`src/rtl/tdm_demux4_if.sv`:
```
// Sample-stream and frame-output bundle for tdm_demux4.
// Parameters must match the tdm_demux4 instance that uses this bundle.
// Ports:
//   slave  - the demux side: takes din/din_valid/fsync, drives the frame and status outputs.
//   master - the source side: drives samples and observes frames.
interface tdm_demux4_if #(
    parameter int WIDTH = 8,
    parameter int N     = 4,
    parameter int SW    = $clog2(N)
);
    logic [WIDTH-1:0]   din;
    logic               din_valid;
    logic               fsync;
    logic [N*WIDTH-1:0] dout;
    logic               frame_valid;
    logic [SW-1:0]      slot;
    logic               locked;
    logic               sync_err;

    modport slave (
        input  din, din_valid, fsync,
        output dout, frame_valid, slot, locked, sync_err
    );

    modport master (
        output din, din_valid, fsync,
        input  dout, frame_valid, slot, locked, sync_err
    );
endinterface

```
`src/rtl/tdm_demux4.sv`:
```
// TDM demultiplexer: steers N interleaved channels into a working bank and publishes whole frames.
// Latency: last sample of a frame sampled at edge k is on dout with frame_valid high right after edge k.
// Backpressure: none; accepts one sample per cycle, din_valid gaps of any length hold all state.
// Ports: clk, rst_n (async active-low), bus (tdm_demux4_if.slave: din/din_valid/fsync in;
//        dout/frame_valid/slot/locked/sync_err out).
// Optional: define TDM_DEMUX_ERRCNT_EN to add err_count, a saturating 8-bit count of sync_err pulses.
module tdm_demux4 #(
    parameter int WIDTH = 8,
    parameter int N     = 4,
    parameter int SW    = $clog2(N)
) (
    input  logic         clk,
    input  logic         rst_n,
    tdm_demux4_if.slave  bus
`ifdef TDM_DEMUX_ERRCNT_EN
    ,
    output logic [7:0]   err_count
`endif
);

    typedef enum logic {HUNT = 1'b0, LOCKED = 1'b1} state_t;

    state_t             state_q, state_d;
    logic [SW-1:0]      slot_q, slot_d;
    logic [WIDTH-1:0]   work_q [N];
    logic [N*WIDTH-1:0] dout_q;
    logic [N*WIDTH-1:0] frame_nxt;
    logic               fv_q;
    logic               se_q;

    logic               wr_en;
    logic [SW-1:0]      wr_idx;
    logic               frame_done;
    logic               err;

    // Next-state and datapath control.
    always_comb begin
        state_d    = state_q;
        slot_d     = slot_q;
        wr_en      = 1'b0;
        wr_idx     = slot_q;
        frame_done = 1'b0;
        err        = 1'b0;
        if (bus.din_valid) begin
            case (state_q)
                HUNT: begin
                    if (bus.fsync) begin
                        wr_en   = 1'b1;
                        wr_idx  = '0;
                        slot_d  = SW'(1);
                        state_d = LOCKED;
                    end
                end
                LOCKED: begin
                    wr_en = 1'b1;
                    if (bus.fsync && (slot_q != '0)) begin
                        // Resync: abandon the partial frame, this sample restarts slot 0.
                        err    = 1'b1;
                        wr_idx = '0;
                        slot_d = SW'(1);
                    end else if (slot_q == SW'(N - 1)) begin
                        frame_done = 1'b1;
                        slot_d     = '0;
                    end else begin
                        slot_d = slot_q + 1'b1;
                    end
                end
                default: state_d = HUNT;
            endcase
        end
    end

    // Completed frame: stored slots 0..N-2 plus the sample arriving now as slot N-1.
    always_comb begin
        frame_nxt = '0;
        for (int k = 0; k < N; k++) begin
            frame_nxt[k*WIDTH +: WIDTH] = (k == N - 1) ? bus.din : work_q[k];
        end
    end

    always_ff @(posedge clk or negedge rst_n) begin
        if (!rst_n) begin
            state_q <= HUNT;
            slot_q  <= '0;
            dout_q  <= '0;
            fv_q    <= 1'b0;
            se_q    <= 1'b0;
            for (int k = 0; k < N; k++) begin
                work_q[k] <= '0;
            end
        end else begin
            state_q <= state_d;
            slot_q  <= slot_d;
            fv_q    <= frame_done;
            se_q    <= err;
            if (frame_done) begin
                dout_q <= frame_nxt;
            end
            if (wr_en) begin
                work_q[wr_idx] <= bus.din;
            end
        end
    end

`ifdef TDM_DEMUX_ERRCNT_EN
    // Updated on the same edge that raises sync_err so both are visible together.
    always_ff @(posedge clk or negedge rst_n) begin
        if (!rst_n) begin
            err_count <= '0;
        end else if (err && (err_count != 8'hFF)) begin
            err_count <= err_count + 8'd1;
        end
    end
`endif

    assign bus.dout        = dout_q;
    assign bus.frame_valid = fv_q;
    assign bus.slot        = slot_q;
    assign bus.locked      = (state_q == LOCKED);
    assign bus.sync_err    = se_q;

endmodule

```
`src/flat_wrapper.sv`:
```
// flat-port wrapper written by rule: the top's interface ports become plain ports
module tdm_demux4_flat 
#(
    parameter int WIDTH = 8,
    parameter int N     = 4,
    parameter int SW    = $clog2(N)
)
  (clk, rst_n, bus_din, bus_din_valid, bus_fsync, bus_dout, bus_frame_valid, bus_slot, bus_locked, bus_sync_err);
  tdm_demux4_if #(.WIDTH(WIDTH), .N(N), .SW(SW)) bus_i ();
  input  logic clk;
  input  logic rst_n;
  input wire logic [$bits(bus_i.din)-1:0] bus_din;
  input wire logic [$bits(bus_i.din_valid)-1:0] bus_din_valid;
  input wire logic [$bits(bus_i.fsync)-1:0] bus_fsync;
  output wire logic [$bits(bus_i.dout)-1:0] bus_dout;
  output wire logic [$bits(bus_i.frame_valid)-1:0] bus_frame_valid;
  output wire logic [$bits(bus_i.slot)-1:0] bus_slot;
  output wire logic [$bits(bus_i.locked)-1:0] bus_locked;
  output wire logic [$bits(bus_i.sync_err)-1:0] bus_sync_err;
  assign bus_i.din = bus_din;
  assign bus_i.din_valid = bus_din_valid;
  assign bus_i.fsync = bus_fsync;
  assign bus_dout = bus_i.dout;
  assign bus_frame_valid = bus_i.frame_valid;
  assign bus_slot = bus_i.slot;
  assign bus_locked = bus_i.locked;
  assign bus_sync_err = bus_i.sync_err;
  tdm_demux4 #(.WIDTH(WIDTH), .N(N), .SW(SW)) u_core (.clk(clk), .rst_n(rst_n), .bus(bus_i));
endmodule
```
`config.mk`:
```
export PLATFORM = sky130hd
export DESIGN_NAME = tdm_demux4_flat
export DESIGN_NICKNAME = d
export VERILOG_FILES = /design/src/rtl/tdm_demux4_if.sv /design/src/rtl/tdm_demux4.sv /design/src/flat_wrapper.sv
export SDC_FILE = /design/constraint.sdc
export NUM_CORES = 1
export LEC_CHECK = 0
export ABC_AREA = 1
export CAP_MARGIN = 10
export CORE_UTILIZATION = 24
export DETAILED_ROUTE_END_ITERATION = 10
export SKIP_CTS_REPAIR_TIMING = 1
export SKIP_LAST_GASP = 1
export SYNTH_ARGS = -nofsm -noshare
export SYNTH_HDL_FRONTEND = slang
export SYNTH_SLANG_ARGS = --single-unit
```
`constraint.sdc`:
```
create_clock -name clk -period 1.9 [get_ports clk]
set_input_delay 0.285 -clock clk [delete_from_list [all_inputs] [get_ports clk]]
set_output_delay 0.285 -clock clk [all_outputs]
set_load 0.01 [all_outputs]
```
==> impl_metrics.ini <==
[timing]
hold_viol = 0
worstMarginPinSlew_ns = 0.6141
rsz0062_at_grt = no
period_share = 0.8686
min_period_ns = 1.650
max_freq_mhz = 606.0
skew_ns = 0.006916
maxSlewHeadroom = 0.5906
setup_viol = 0
finalSetupTns_ns = 0
slew_viol_final = 0

[grt]
grt_pass1_vias = 1840
grt_usage = 0.1230
grt_overflow_total = 0
grt_max_degree = 38
antenna_found_initial = 0
grt_pass1_wl_mm = 9.542

[power_and_ir_drop]
p_int_mw = 3.273
switching_share = 0.3450
p_switching_mw = 1.724
p_leak_nw = 1.596
ir_worst_vdd_mv = 0.5804
combPwrFrac = 0.381
seq_power_share = 0.437
powerDensity_nw_per_um2 = 1546
power_frac_clock = 0.183

[placed_design]
dp_hpwl_mm = 4.085
io_buffers = 48
dp.cells = 438
gp_congestion = 0.8134

[clock_tree]
clk_pin_slew_ns = 0.06
clock_sinks = 61
numCtsBuffers = 9
cts_tree = done
cts_buffer_depth = 2
htreeDepth = 3
cts_root_buf = clkbuf_8
insertion_delay_ns = 0.33

[synth]
ys_seq_elements = 61
syn_inst = 259
yosys.area.top_type = dfrtp_1
ys_types = 21
synth.area.top_cells = dfrtp_1 63%, nand2_1 20%, o21ai_0 3.3%
synth_area_per_cell_um2 = 9.290
synth_warnings = 0
netlist_area_um2 = 2406
synth_top_area_frac = 0.6344
syn_nets = 273
synth_seq_area_share = 0.6344

[outcome]
outcome = finished clean

[drt]
antenna_left = 0
drt-pass1-iter-count = 4
routed_wl_mm = 5.892
dr.first_iter.drc_count = 86
drc = 0
vias_per_cell = 4.216
vias = 1910
wl_per_cell_um = 13.01

[floorplan]
die_x_um = 102.1
die_h_um = 102.1
core_area_um2 = 9729
io_pins = 49
start_util = 0.2473
die_area_um2 = 10430
row_count = 36

[cells_and_area]
fin_cells = 453
area_growth_pct = 34.32
post-route-util = 0.3322
antenna_cells = 0
layout_common_cells = 126 x nand2_1, 61 x dfrtp_1, 47 x clkdlybuf4s50_1
fillers = 1057
fin_nets = 331
final_common_cell = nand2_1
drive_gt1_frac = 0.09063

[hold_path]
holdCritStartpoint = u_core.bus.dout[2]
hold_path_class = reg -> reg
hold-path-endpoint = u_core.bus.dout[2]
worstHoldPathCells = 2

[setup_path]
cp.arrival_ns = 1.37
timing.rr.start = u_core.bus.slot[1]
reg2reg_slack_ns = 0.27
crit_fanout = 5
r2r_end = u_core.frame_nxt[18]
path_class = reg -> out
worstSetupEndpointType = primary output
crit_path_start = u_core.bus.slot[0]
rr_worst_depth = 6
worstSetupStartpointType = flip-flop
required_ns = 1.62

[flow_run]
cap_violations = 0
==> power by group through the flow <==
stage,Combinational (mW),Sequential (mW),Clock (mW)
final,1.90,2.18,0.912
after global routing,2.13,2.26,1.02
after CTS,1.92,2.19,0.946
after detailed placement,1.91,2.21,0
after global placement,1.87,2.19,0
after floorplan,0.784,2.32,0
==> flip-flops by register name, summed over array words and instances, names as in the netlist <==
register and count:
u_core.bus.dout 32, u_core.frame_nxt 24, u_core.bus.slot 2, u_core.bus.frame_valid 1, u_core.bus.locked 1, u_core.bus.sync_err 1
==> worst max-delay path by stage <==
stage	endpoint	slack [ns]
4_1_cts	bus_slot[0]	0.22
3_5_place_dp	u_core.frame_nxt[7]	0.13
6_report	bus_slot[0]	0.25
3_3_place_gp	u_core.frame_nxt[3]	0.16
5_1_grt	u_core.frame_nxt[18]	0.06
2_1_floorplan	u_core.bus.dout[8]	0.34
==> routing by layer <==
layer  global-route usage  part of all wire
met3              0.04036             0.062
met1               0.1683              0.49
met5                    0                 0
met2               0.1869              0.44
met4              0.03297            0.0081
==> cell type report <==
type | instances | area [um2] | share of cell area
clock buffers | 11 | 131.4 | 0.04065
clock inverters | 3 | 15.01 | 0.004646
inverters | 13 | 48.80 | 0.01510
multi-input cells | 176 | 780.7 | 0.2416
flip-flops and latches | 61 | 1526 | 0.4723
well taps | 133 | 166.4 | 0.05149
repair buffers | 56 | 563.0 | 0.1742
==> metrics by stage <==
stage	setup WS [ns]	hold slack [ns]	instance area [um2]	power [mW]
final	0.2498	0.4769	3232	4.997
after global routing	0.06344	0.5019	3232	5.403
after CTS	0.2208	-0.03322	3222	5.059
after detailed placement	0.1268	0.3229	3075	4.119
after global placement	0.1642	0.3214	3075	4.065
after floorplan	0.3431	-0.01059	2406	3.100
==> cells by family after synthesis <==
family	after synthesis	share of synthesized area
adder cells (fa/ha/maj)	2	0.01040
AO/OA/AOI/OAI	21	0.04576
buffers and inverters	22	0.04108
AND/OR/NAND/NOR	153	0.2683
flip-flops	61	0.6344
==> worst max-delay path, stage by stage, from the launching register on <==
cell	delay, ns
dfrtp_1	0.34
buf_4	0.16
clkdlybuf4s50_1	0.54
==> cell usage after synthesis, drive strengths merged <==
cell type and number:
buf 6, nor2 3, dfrtp 61, o22ai 1, ha 2, o21ai 19
a21oi 1, nand2 131, or2 1, inv 13, nand3 8, clkbuf 3
nand4 10
(Power assumes the default switching activity.)
